<file path="config.mk">
export PLATFORM = sky130hd
export DESIGN_NAME = switch_debounce
export DESIGN_NICKNAME = d
export VERILOG_FILES = /design/src/rtl/switch_pkg.sv /design/src/rtl/debounce_channel.sv /design/src/rtl/switch_debounce.sv
export SDC_FILE = /design/constraint.sdc
export NUM_CORES = 1
export LEC_CHECK = 0
export CAP_MARGIN = 0
export CORE_AREA = 2 2 87 64
export DETAILED_ROUTE_END_ITERATION = 10
export DIE_AREA = 0 0 89 66
export MAX_ROUTING_LAYER = met4
export PLACE_DENSITY = 0.76
export SYNTH_ARGS = -nofsm -noshare
export SYNTH_HDL_FRONTEND = slang
export SYNTH_SLANG_ARGS = --single-unit
</file>
<file path="constraint.sdc">
create_clock -name i_Clk -period 1.9 [get_ports i_Clk]
set_input_delay 0.285 -clock i_Clk [delete_from_list [all_inputs] [get_ports i_Clk]]
set_output_delay 0.285 -clock i_Clk [all_outputs]
set_load 0.02 [all_outputs]
</file>
<file path="src/rtl/switch_pkg.sv">
// Shared types and constants for the two-channel switch debouncer.
package switch_pkg;

   // Default qualification time: 10 ms at 25 MHz.
   localparam int unsigned DEFAULT_DEBOUNCE_LIMIT = 250000;

   // Per-channel FSM: IDLE when sync matches output, QUALIFY while counting a change.
   typedef enum logic {
      IDLE    = 1'b0,
      QUALIFY = 1'b1
   } deb_state_t;

endpackage : switch_pkg

</file>
<file path="src/rtl/debounce_channel.sv">
// One debounce channel: 2-flop synchronizer, qualify FSM with saturating
// counter, and optional registered edge pulses (SWITCH_DEBOUNCE_EDGE_EN).
module debounce_channel
   import switch_pkg::*;
#(
   parameter int unsigned DEBOUNCE_LIMIT = DEFAULT_DEBOUNCE_LIMIT
) (
   input  logic i_Clk,
   input  logic i_Rst_n,
   input  logic i_Switch,
`ifdef SWITCH_DEBOUNCE_EDGE_EN
   output logic o_Rise,
   output logic o_Fall,
`endif
   output logic o_Switch
);

   localparam int unsigned         CNT_W    = $clog2(DEBOUNCE_LIMIT);
   localparam logic [CNT_W-1:0]    CNT_LAST = CNT_W'(DEBOUNCE_LIMIT - 1);

   logic             meta;
   logic             sync;
   deb_state_t       state, state_nxt;
   logic [CNT_W-1:0] cnt, cnt_nxt;
   logic             out_nxt;

   // Two-flop synchronizer for the asynchronous pad level.
   always_ff @(posedge i_Clk or negedge i_Rst_n) begin
      if (!i_Rst_n) begin
         meta <= 1'b0;
         sync <= 1'b0;
      end else begin
         meta <= i_Switch;
         sync <= meta;
      end
   end

   // State, counter and debounced level registers.
   always_ff @(posedge i_Clk or negedge i_Rst_n) begin
      if (!i_Rst_n) begin
         state    <= IDLE;
         cnt      <= '0;
         o_Switch <= 1'b0;
      end else begin
         state    <= state_nxt;
         cnt      <= cnt_nxt;
         o_Switch <= out_nxt;
      end
   end

   // Next-state logic: count consecutive differing samples, flip at the limit.
   always_comb begin
      state_nxt = state;
      cnt_nxt   = cnt;
      out_nxt   = o_Switch;
      case (state)
         IDLE: begin
            if (sync != o_Switch) begin
               state_nxt = QUALIFY;
               cnt_nxt   = CNT_W'(1);
            end
         end
         QUALIFY: begin
            if (sync == o_Switch) begin
               state_nxt = IDLE;
               cnt_nxt   = '0;
            end else if (cnt == CNT_LAST) begin
               state_nxt = IDLE;
               cnt_nxt   = '0;
               out_nxt   = ~o_Switch;
            end else begin
               cnt_nxt   = cnt + CNT_W'(1);
            end
         end
      endcase
   end

`ifdef SWITCH_DEBOUNCE_EDGE_EN
   // One-cycle pulses registered on the same edge the level flips.
   always_ff @(posedge i_Clk or negedge i_Rst_n) begin
      if (!i_Rst_n) begin
         o_Rise <= 1'b0;
         o_Fall <= 1'b0;
      end else begin
         o_Rise <= out_nxt & ~o_Switch;
         o_Fall <= ~out_nxt & o_Switch;
      end
   end
`endif

endmodule : debounce_channel

</file>
<file path="src/rtl/switch_debounce.sv">
// Two independent switch debouncers. Define SWITCH_DEBOUNCE_EDGE_EN to add
// registered rise/fall pulse outputs per channel.
module switch_debounce
   import switch_pkg::*;
#(
   parameter int unsigned DEBOUNCE_LIMIT = DEFAULT_DEBOUNCE_LIMIT
) (
   input  logic i_Clk,
   input  logic i_Rst_n,
   input  logic i_Switch_1,
   input  logic i_Switch_2,
`ifdef SWITCH_DEBOUNCE_EDGE_EN
   output logic o_Rise_1,
   output logic o_Fall_1,
   output logic o_Rise_2,
   output logic o_Fall_2,
`endif
   output logic o_Switch_1,
   output logic o_Switch_2
);

   // Channel 1.
   debounce_channel #(
      .DEBOUNCE_LIMIT (DEBOUNCE_LIMIT)
   ) u_ch1 (
      .i_Clk    (i_Clk),
      .i_Rst_n  (i_Rst_n),
      .i_Switch (i_Switch_1),
`ifdef SWITCH_DEBOUNCE_EDGE_EN
      .o_Rise   (o_Rise_1),
      .o_Fall   (o_Fall_1),
`endif
      .o_Switch (o_Switch_1)
   );

   // Channel 2.
   debounce_channel #(
      .DEBOUNCE_LIMIT (DEBOUNCE_LIMIT)
   ) u_ch2 (
      .i_Clk    (i_Clk),
      .i_Rst_n  (i_Rst_n),
      .i_Switch (i_Switch_2),
`ifdef SWITCH_DEBOUNCE_EDGE_EN
      .o_Rise   (o_Rise_2),
      .o_Fall   (o_Fall_2),
`endif
      .o_Switch (o_Switch_2)
   );

endmodule : switch_debounce

</file>
==> flow_summary.rst, run 1 <==
.. list-table::
   :header-rows: 1

   * - Metric
     - Value
   * - Reg-to-reg critical path startpoint
     - u_ch2.cnt[1]$_DFFE_PN0P_
   * - Detailed-router iteration count before antenna repair
     - 4
   * - CP Data Required Time
     - 2100 ps
   * - Detailed Place HPWL
     - a little under 4000 um
   * - Via Count
     - roughly 2200
   * - Root buffer cell
     - sky130_fd_sc_hd__clkbuf_8
   * - Worst reg2reg endpoint
     - u_ch2.cnt[14]$_DFFE_PN0P_
   * - Via count of the first global-routing pass
     - 1981
   * - Detail Route Antenna Nets
     - 0
   * - Effective utilization at floorplan
     - around half
   * - Final wirelength
     - 5620 um
   * - Synth Register Bits
     - 44
   * - # nets final
     - 305
   * - Die X
     - 89 um
   * - Placeable core region
     - 5060 um2
   * - Outcome
     - complete, but fails checks
   * - Worst clock skew on the final layout
     - 5.98 ps
   * - Violated checks
     - negative setup slack
   * - Count leader, synth
     - sky130_fd_sc_hd__dfrtp_1
   * - Endpoint type of the worst setup path
     - register
   * - Synth Instances
     - 266
   * - Minimum clock period after layout
     - 1910 ps
   * - Reg2reg setup slack
     - -10 ps
   * - Net Count, Synth
     - roughly 270
   * - Number of vias per cell after detailed routing
     - a little under 6
   * - Overall track demand over capacity in global routing
     - 21.5%
   * - Registers with the most flip-flops
     - u_ch1.cnt (18), u_ch2.cnt (18)
   * - I/O Pins
     - 6
   * - Final weighted congestion in routability-driven placement
     - 0.957
   * - Routed WL per cell
     - 15.1 um
   * - Count of hold buffers inserted by post-cts repair
     - 0
   * - Pin count of the biggest net entering global routing
     - 45
   * - Growth of design area from synthesis to finish
     - 19.7%
   * - Fraction of registers with async set or reset after synthesis
     - 100%
   * - Number of filler cells placed in the layout
     - 452
   * - Buffers added on ports
     - 5
   * - Unrepaired setup endpoints after global routing
     - true
   * - Layout cell share with drive strength beyond 1
     - between 20 and 25%
   * - Startpoint Class
     - register
   * - Worst slew margin relative to its limit
     - roughly 56%
   * - Ys flop type
     - sky130_fd_sc_hd__dfrtp_1
   * - Worst endpoint data arrival time
     - 2110 ps
   * - Leading post-synthesis cells by cell area
     - sky130_fd_sc_hd__dfrtp_1 45%, sky130_fd_sc_hd__nand3_1 4.9%, sky130_fd_sc_hd__nand2_1 4.2%
   * - Buffer depth of the longest clock path
     - 2
   * - Maximum fanout encountered on the critical timing path
     - 6
   * - Max-slew violation total from the final report
     - 0
   * - Clock tree from TritonCTS
     - built
   * - Timing endpoint of the critical path
     - u_ch2.cnt[14]$_DFFE_PN0P_
   * - Die footprint
     - 5870 um2
   * - Most instantiated cells after synthesis
     - 44 x sky130_fd_sc_hd__dfrtp_1, 27 x sky130_fd_sc_hd__nand2_1, 24 x sky130_fd_sc_hd__nand3_1, 19 x sky130_fd_sc_hd__o21ai_0, 14 x sky130_fd_sc_hd__a21oi_1
   * - Maximum Capacitance Violations
     - 0
   * - Final setup slack of the worst path
     - -15.0 ps
   * - Post-synth design cell area
     - 2440 um2
   * - Count of different cell masters after synthesis
     - 48
   * - Crit path launch
     - u_ch2.cnt[1]$_DFFE_PN0P_
   * - Leakage power summed over all cells
     - 0.00127 uW
   * - Total of warnings raised by yosys
     - 0
   * - Rows
     - 22
   * - Max Freq
     - 522 MHz
   * - Iteration-0 DRC count of the detailed router
     - between 150 and 200
   * - Overall power after layout
     - 1880 uW
   * - Sequential fraction of the synthesis area
     - a little under half
   * - Period utilization
     - 101%
   * - Number of buffers created by CTS
     - 5
   * - Sinks on Clock Net
     - between 40 and 50
   * - Tightest Hold Check Type
     - input port to async pin
   * - Global-route congestion overflow total
     - 0
   * - Worst IR Drop VDD
     - 527 uV
   * - Remaining design rule violation count
     - 0
   * - Total count of hold-check failures in the final report
     - 0
   * - First-pass GRT wire length
     - around 9400 um
   * - Power per cell area
     - roughly 640 nW/um2
   * - WS Path Type
     - register to register
   * - Final setup violation count
     - 1
   * - Tightest Pin Transition
     - between 600 and 700 ps
   * - R2R cell count
     - 7
   * - Clock-pin slew of the registers on the worst-case setup and hold paths
     - 90 ps
   * - Diode count
     - 0
   * - Clock insertion delay at the later pin of the skew report
     - 300 ps
   * - Utilization after layout
     - around 58%
   * - Initial antenna violation count
     - 0
   * - Synth top area share
     - 45.2%
   * - Number of enable flip-flop cells after synthesis
     - 0
   * - Most area-hungry cell type in the Yosys netlist
     - sky130_fd_sc_hd__dfrtp_1
   * - Die Ht
     - 66 um
   * - Post-Synthesis Mean Instance Area
     - 9.17 um2
   * - H-tree levels
     - 2
   * - Setup WS pre-CTS
     - ~8.4 ps
-- cells in the final DEF (no fill, tap or decap), drive strengths merged, types with 9 or more instances in the layout --
| cell type | instances |
|---|---|
| dfrtp | 44 |
| buf | 32 |
| nand2 | 27 |
| nand3 | 26 |
| o21ai | 26 |
| a21oi | 15 |
| nor2 | 12 |
| inv | 10 |
| nand4 | 10 |
| nor4 | 9 |
| and3 | 9 |
-- cell type report --
cell class                 instances  area, um2  area share (%)
clock inverter                     3       47.5            1.63
multi-input combinational        202       1290            44.3
timing repair buffer              36        282            9.65
clock buffer                       5       68.8            2.36
sequential                        44       1100            37.7
inverter                          10       37.5            1.29
tap                               72       90.1            3.09
-- critical path, stage by stage, from the launching register on --
cell and delay (ps):
sky130_fd_sc_hd__dfrtp_1 420, sky130_fd_sc_hd__ha_4 180, sky130_fd_sc_hd__nand3_4 70, sky130_fd_sc_hd__or4_4 450, sky130_fd_sc_hd__o21ai_4 260, sky130_fd_sc_hd__buf_4 180, sky130_fd_sc_hd__o21ai_1 70, sky130_fd_sc_hd__a21o_1 190
-- metal layers --
metal	up-vias	wire, um	track usage (%)
li1	1049	-	-
met1	1045	2820	32.8
met2	75	2390	28.2
met3	5	353	4.87
met4	0	54	6.34
met5	-	0	-
-- stage by stage --
step / hold slack [ps] / instance area [um2] / TNS [ps] / instances
2_1_floorplan: -10.6 / 2440 / 0 / 266
3_3_place_gp: 333 / 2710 / 0 / 360
3_5_place_dp: 337 / 2710 / 0 / 360
4_1_cts: 62.6 / 2830 / 0 / 368
5_1_grt: 94.6 / 2920 / -107 / 372
6_report: 44.7 / 2920 / -15.0 / 372
-- worst min path at each step --
stage                         startpoint                       end  slack (ps)  depth (start not counted)
finish                           i_Rst_n      u_ch2.sync$_DFF_PN0_          40                          2
global route                     i_Rst_n      u_ch2.sync$_DFF_PN0_          90                          2
CTS                              i_Rst_n      u_ch2.meta$_DFF_PN0_          60                          2
detailed placement  u_ch2.meta$_DFF_PN0_      u_ch2.sync$_DFF_PN0_         340                          0
global placement    u_ch2.meta$_DFF_PN0_      u_ch2.sync$_DFF_PN0_         330                          0
floorplan                        i_Rst_n  u_ch1.cnt[0]$_DFFE_PN0P_         -10                          0
-- cells by family after synthesis --
group / synth area share, %
buffers and inverters: 4.36
muxes: 2.15
and+or+nand+nor: 29.3
xor gates and xnor gates: 1.44
AOI/OAI and AO/OA: 16.5
adders and majority gates: 1.03
DFF: 45.2
-- power breakdown --
part	switching, uW	internal (uW)	total (uW)
registers	21.4	956	977
logic	91.6	70.0	162
clock network	342	396	738
-- what timing repair did --
action                                  CTS  global route
pin swaps                                 0             5
buffers inserted                          0             4
hold endpoints to repair                  0             0
cloned                                    0             0
endpoints found under the setup margin    1            18
gates resized for setup                   1            14
Note: power is estimated with default switching activity, not from simulation.
==> run 2: changes to the inputs <==
- CORE_AREA: 2 2 87 64 -> 2 2 102 74
- DIE_AREA: 0 0 89 66 -> 0 0 104 76
- PLACE_DENSITY: 0.76 -> 0.6
==> run 2 against run 1 <==
Against the previous run:
- the flow now finishes without violations
- via count fell by 2.2%
- cell area rose by 1.7%
- worst setup slack improved by 87 ps
- clock power fell by 24%
- sequential share of layout area fell by 0.58 points
- largest cell class unchanged
- non-clock buffer count rose by 2
- sequential power fell by 0.4%
- worst hold slack improved by 310 ps
- register-to-register slack improved by 90 ps
- core utilization fell by 15 points
- die area rose by 35%
- maximum frequency rose by 4.8%
==> flow_summary.rst, run 2 (synthesized netlist as in run 1, its figures left out) <==
.. list-table::
   :header-rows: 1

   * - Metric
     - Value
   * - Period utilization
     - 96.2% (-4.6 points)
   * - Tightest Pin Transition
     - 639 ps (-19.8 ps)
   * - Sinks on Clock Net
     - 44 (unchanged)
   * - Cell count after placement
     - 385 (+6.9%)
   * - Outcome
     - completed
   * - Via Count
     - 2127 (-2.2%)
   * - Utilization after layout
     - 42.2% (-15 points)
   * - Detail Route Antenna Nets
     - 0 (unchanged)
   * - Most common cell after layout, fill and taps aside
     - sky130_fd_sc_hd__dfrtp_1
   * - Worst endpoint data arrival time
     - 2020 ps (-90 ps)
   * - Tightest Hold Check Type
     - register to register
   * - Clock insertion delay at the later pin of the skew report
     - 290 ps (about the same)
   * - Placeable core region
     - 7030 um2 (+39%)
   * - Die footprint
     - 7900 um2 (+35%)
   * - Clock power share
     - 32.9% (-6.4 points)
   * - Net switching share of the total power
     - 24.7% (+0.45 points)
   * - Power per cell area
     - 574 nW/um2 (-11%)
   * - # nets final
     - 308 (+0.98%)
   * - Final weighted congestion in routability-driven placement
     - 0.865 (-9.7%)
   * - Max Freq
     - 547 MHz (+4.8%)
   * - Maximum Capacitance Violations
     - 0 (unchanged)
   * - Detailed Place HPWL
     - 3980 um (+1.0%)
   * - Clock tree from TritonCTS
     - built
   * - Tightest hold margin
     - 357 ps (+313 ps)
   * - Number of vias per cell after detailed routing
     - 5.32 (-9.0%)
   * - Internal power of the cells
     - 1280 uW (-9.8%)
   * - Global-route congestion overflow total
     - 0 (unchanged)
   * - Pin count of the biggest net entering global routing
     - 24 (-47%)
   * - Final wirelength
     - 5710 um (+1.5%)
   * - Minimum clock period after layout
     - 1830 ps (-87.2 ps)
   * - Worst slew margin relative to its limit
     - 57.3% (+1.3 points)
   * - Worst clock skew on the final layout
     - 10.9 ps (+4.91 ps)
   * - Endpoint type of the worst setup path
     - register
   * - Root buffer cell
     - sky130_fd_sc_hd__clkbuf_8
   * - Leakage power summed over all cells
     - 0.00126 uW (-0.70%)
   * - Overall track demand over capacity in global routing
     - 15.2% (-6.2 points)
   * - Final design instance area without fill
     - 2970 um2 (+1.7%)
   * - Final setup slack of the worst path
     - 72.3 ps (+87.2 ps)
   * - Number of filler cells placed in the layout
     - 716 (+58%)
   * - Clock-pin slew of the registers on the worst-case setup and hold paths
     - 80 ps (about the same)
   * - Die Ht
     - 76 um (+15%)
   * - Buffers added on ports
     - 5 (unchanged)
   * - Setup WS pre-CTS
     - -29.2 ps (-37.6 ps)
   * - Growth of design area from synthesis to finish
     - 21.7%
   * - Rows
     - 26 (+18%)
   * - Sequential Power Share
     - 57.1% (+5.0 points)
   * - Worst IR Drop VDD
     - 515 uV (-2.4%)
   * - Remaining design rule violation count
     - 0 (unchanged)
   * - Post-DP Area
     - 2750 um2 (+1.4%)
   * - H-tree levels
     - 2 (unchanged)
   * - Detailed-router iteration count before antenna repair
     - 4 (unchanged)
   * - Highest-count cells in the layout ignoring fill and taps
     - 43 x sky130_fd_sc_hd__dfrtp_1, 30 x sky130_fd_sc_hd__buf_4, 27 x sky130_fd_sc_hd__nand2_1
   * - Effective utilization at floorplan
     - 34.7% (-13 points)
   * - Registers with the most flip-flops
     - u_ch1.cnt (18), u_ch2.cnt (18)
   * - Buffer depth of the longest clock path
     - 2 (unchanged)
   * - I/O Pins
     - 6 (unchanged)
   * - Die X
     - 104 um (+17%)
   * - CP Data Required Time
     - 2090 ps (about the same)
   * - WS Path Type
     - register to register
   * - Post-layout instance count excluding filler cells
     - 400 (+7.5%)
   * - Total count of hold-check failures in the final report
     - 0 (unchanged)
   * - Maximum fanout encountered on the critical timing path
     - 6 (unchanged)
   * - First-pass GRT wire length
     - 9540 um (+1.3%)
   * - Final setup violation count
     - 0 (-1)
   * - Layout cell share with drive strength beyond 1
     - 21.9% (+1.2 points)
   * - Diode count
     - 0 (unchanged)
   * - Power dissipated by switching net loads
     - 421 uW (-7.6%)
   * - Startpoint Class
     - register
   * - Part of the total power dissipated in combinational logic
     - 10.0% (+1.4 points)
   * - Iteration-0 DRC count of the detailed router
     - 167 (+1.8%)
   * - Initial antenna violation count
     - 0 (unchanged)
   * - Via count of the first global-routing pass
     - 1905 (-3.8%)
   * - Max-slew violation total from the final report
     - 0 (unchanged)
   * - Routed WL per cell
     - 14.3 um (-5.6%)
   * - Number of buffers created by CTS
     - 5 (unchanged)
run 2: changes by cell type in the layout (fill, tap and decap cells not counted), sizes merged:
cell,before,now
o21ai,26,27
clkinv,2,1
dlygate4sd3,0,1
clkbuf,5,6
bufinv,1,0
buf,32,33
run 2: what timing repair did:
item / in CTS / in global routing
pin swaps: 1 / 2
endpoints found under the setup margin: 3 / 25
hold buffers: 1 / 0
endpoints found under the hold margin: 21 / 0
cloned: 0 / 1
setup buffers: 3 / 3
gates resized for setup: 1 / 17
run 2: metal layers:
metal | vias to the layer above | part of all wire (%) | global-route usage [%]
li1 | 1057 | - | -
met1 | 1020 | 54 | 23.0
met2 | 43 | 41 | 20.6
met3 | 7 | 3.5 | 3.42
met4 | 0 | 0.88 | 3.38
met5 | - | 0 | -
run 2: worst paths after layout:
check                                            end  cells past startpoint                     start  slack, ps
max in group asynchronous  u_ch2.cnt[11]$_DFFE_PN0P_                      3                   i_Rst_n        820
hold reg to reg                 u_ch1.sync$_DFF_PN0_                      0      u_ch1.meta$_DFF_PN0_        360
hold / removal                  u_ch1.sync$_DFF_PN0_                      0      u_ch1.meta$_DFF_PN0_        360
setup / recovery           u_ch2.cnt[14]$_DFFE_PN0P_                      6  u_ch2.cnt[1]$_DFFE_PN0P_         70
min in group asynchronous   u_ch2.cnt[2]$_DFFE_PN0P_                      2                   i_Rst_n        510
setup reg to reg           u_ch2.cnt[14]$_DFFE_PN0P_                      6  u_ch2.cnt[1]$_DFFE_PN0P_         70
run 2: worst max-delay path, stage by stage, from the launching register on:
cell and delay (ps):
sky130_fd_sc_hd__dfrtp_1 370, sky130_fd_sc_hd__ha_2 210, sky130_fd_sc_hd__nand3_4 70, sky130_fd_sc_hd__or4_4 440
sky130_fd_sc_hd__o21a_1 280, sky130_fd_sc_hd__and3_1 200, sky130_fd_sc_hd__a21o_1 150
run 2: cell type report:
| cell class | instances | area, um2 | share of cell area [%] |
|---|---|---|---|
| Timing Repair Buffer | 38 | 312 | 10.5 |
| Clock inverter | 1 | 5.00 | 0.169 |
| Tap cell | 98 | 123 | 4.13 |
| Inverter | 10 | 37.5 | 1.27 |
| Sequential cell | 44 | 1100 | 37.2 |
| Multi-Input combinational cell | 203 | 1320 | 44.3 |
| Clock buffer | 6 | 72.6 | 2.45 |
run 2: power groups by stage:
stage | combinational (uW) | clock (uW) | sequential, uW
6_report | 170 | 560 | 973
4_1_cts | 163 | 580 | 973
2_1_floorplan | 82.6 | 0 | 990
3_5_place_dp | 156 | 0 | 992
3_3_place_gp | 155 | 0 | 991
5_1_grt | 190 | 640 | 977
run 2: through the flow:
step / power, uW / setup TNS (ps)
CTS: 1720 / 0
global route: 1810 / -6.42
global placement: 1150 / 0
detailed placement: 1150 / -65.5
floorplan: 1070 / 0
finish: 1700 / 0
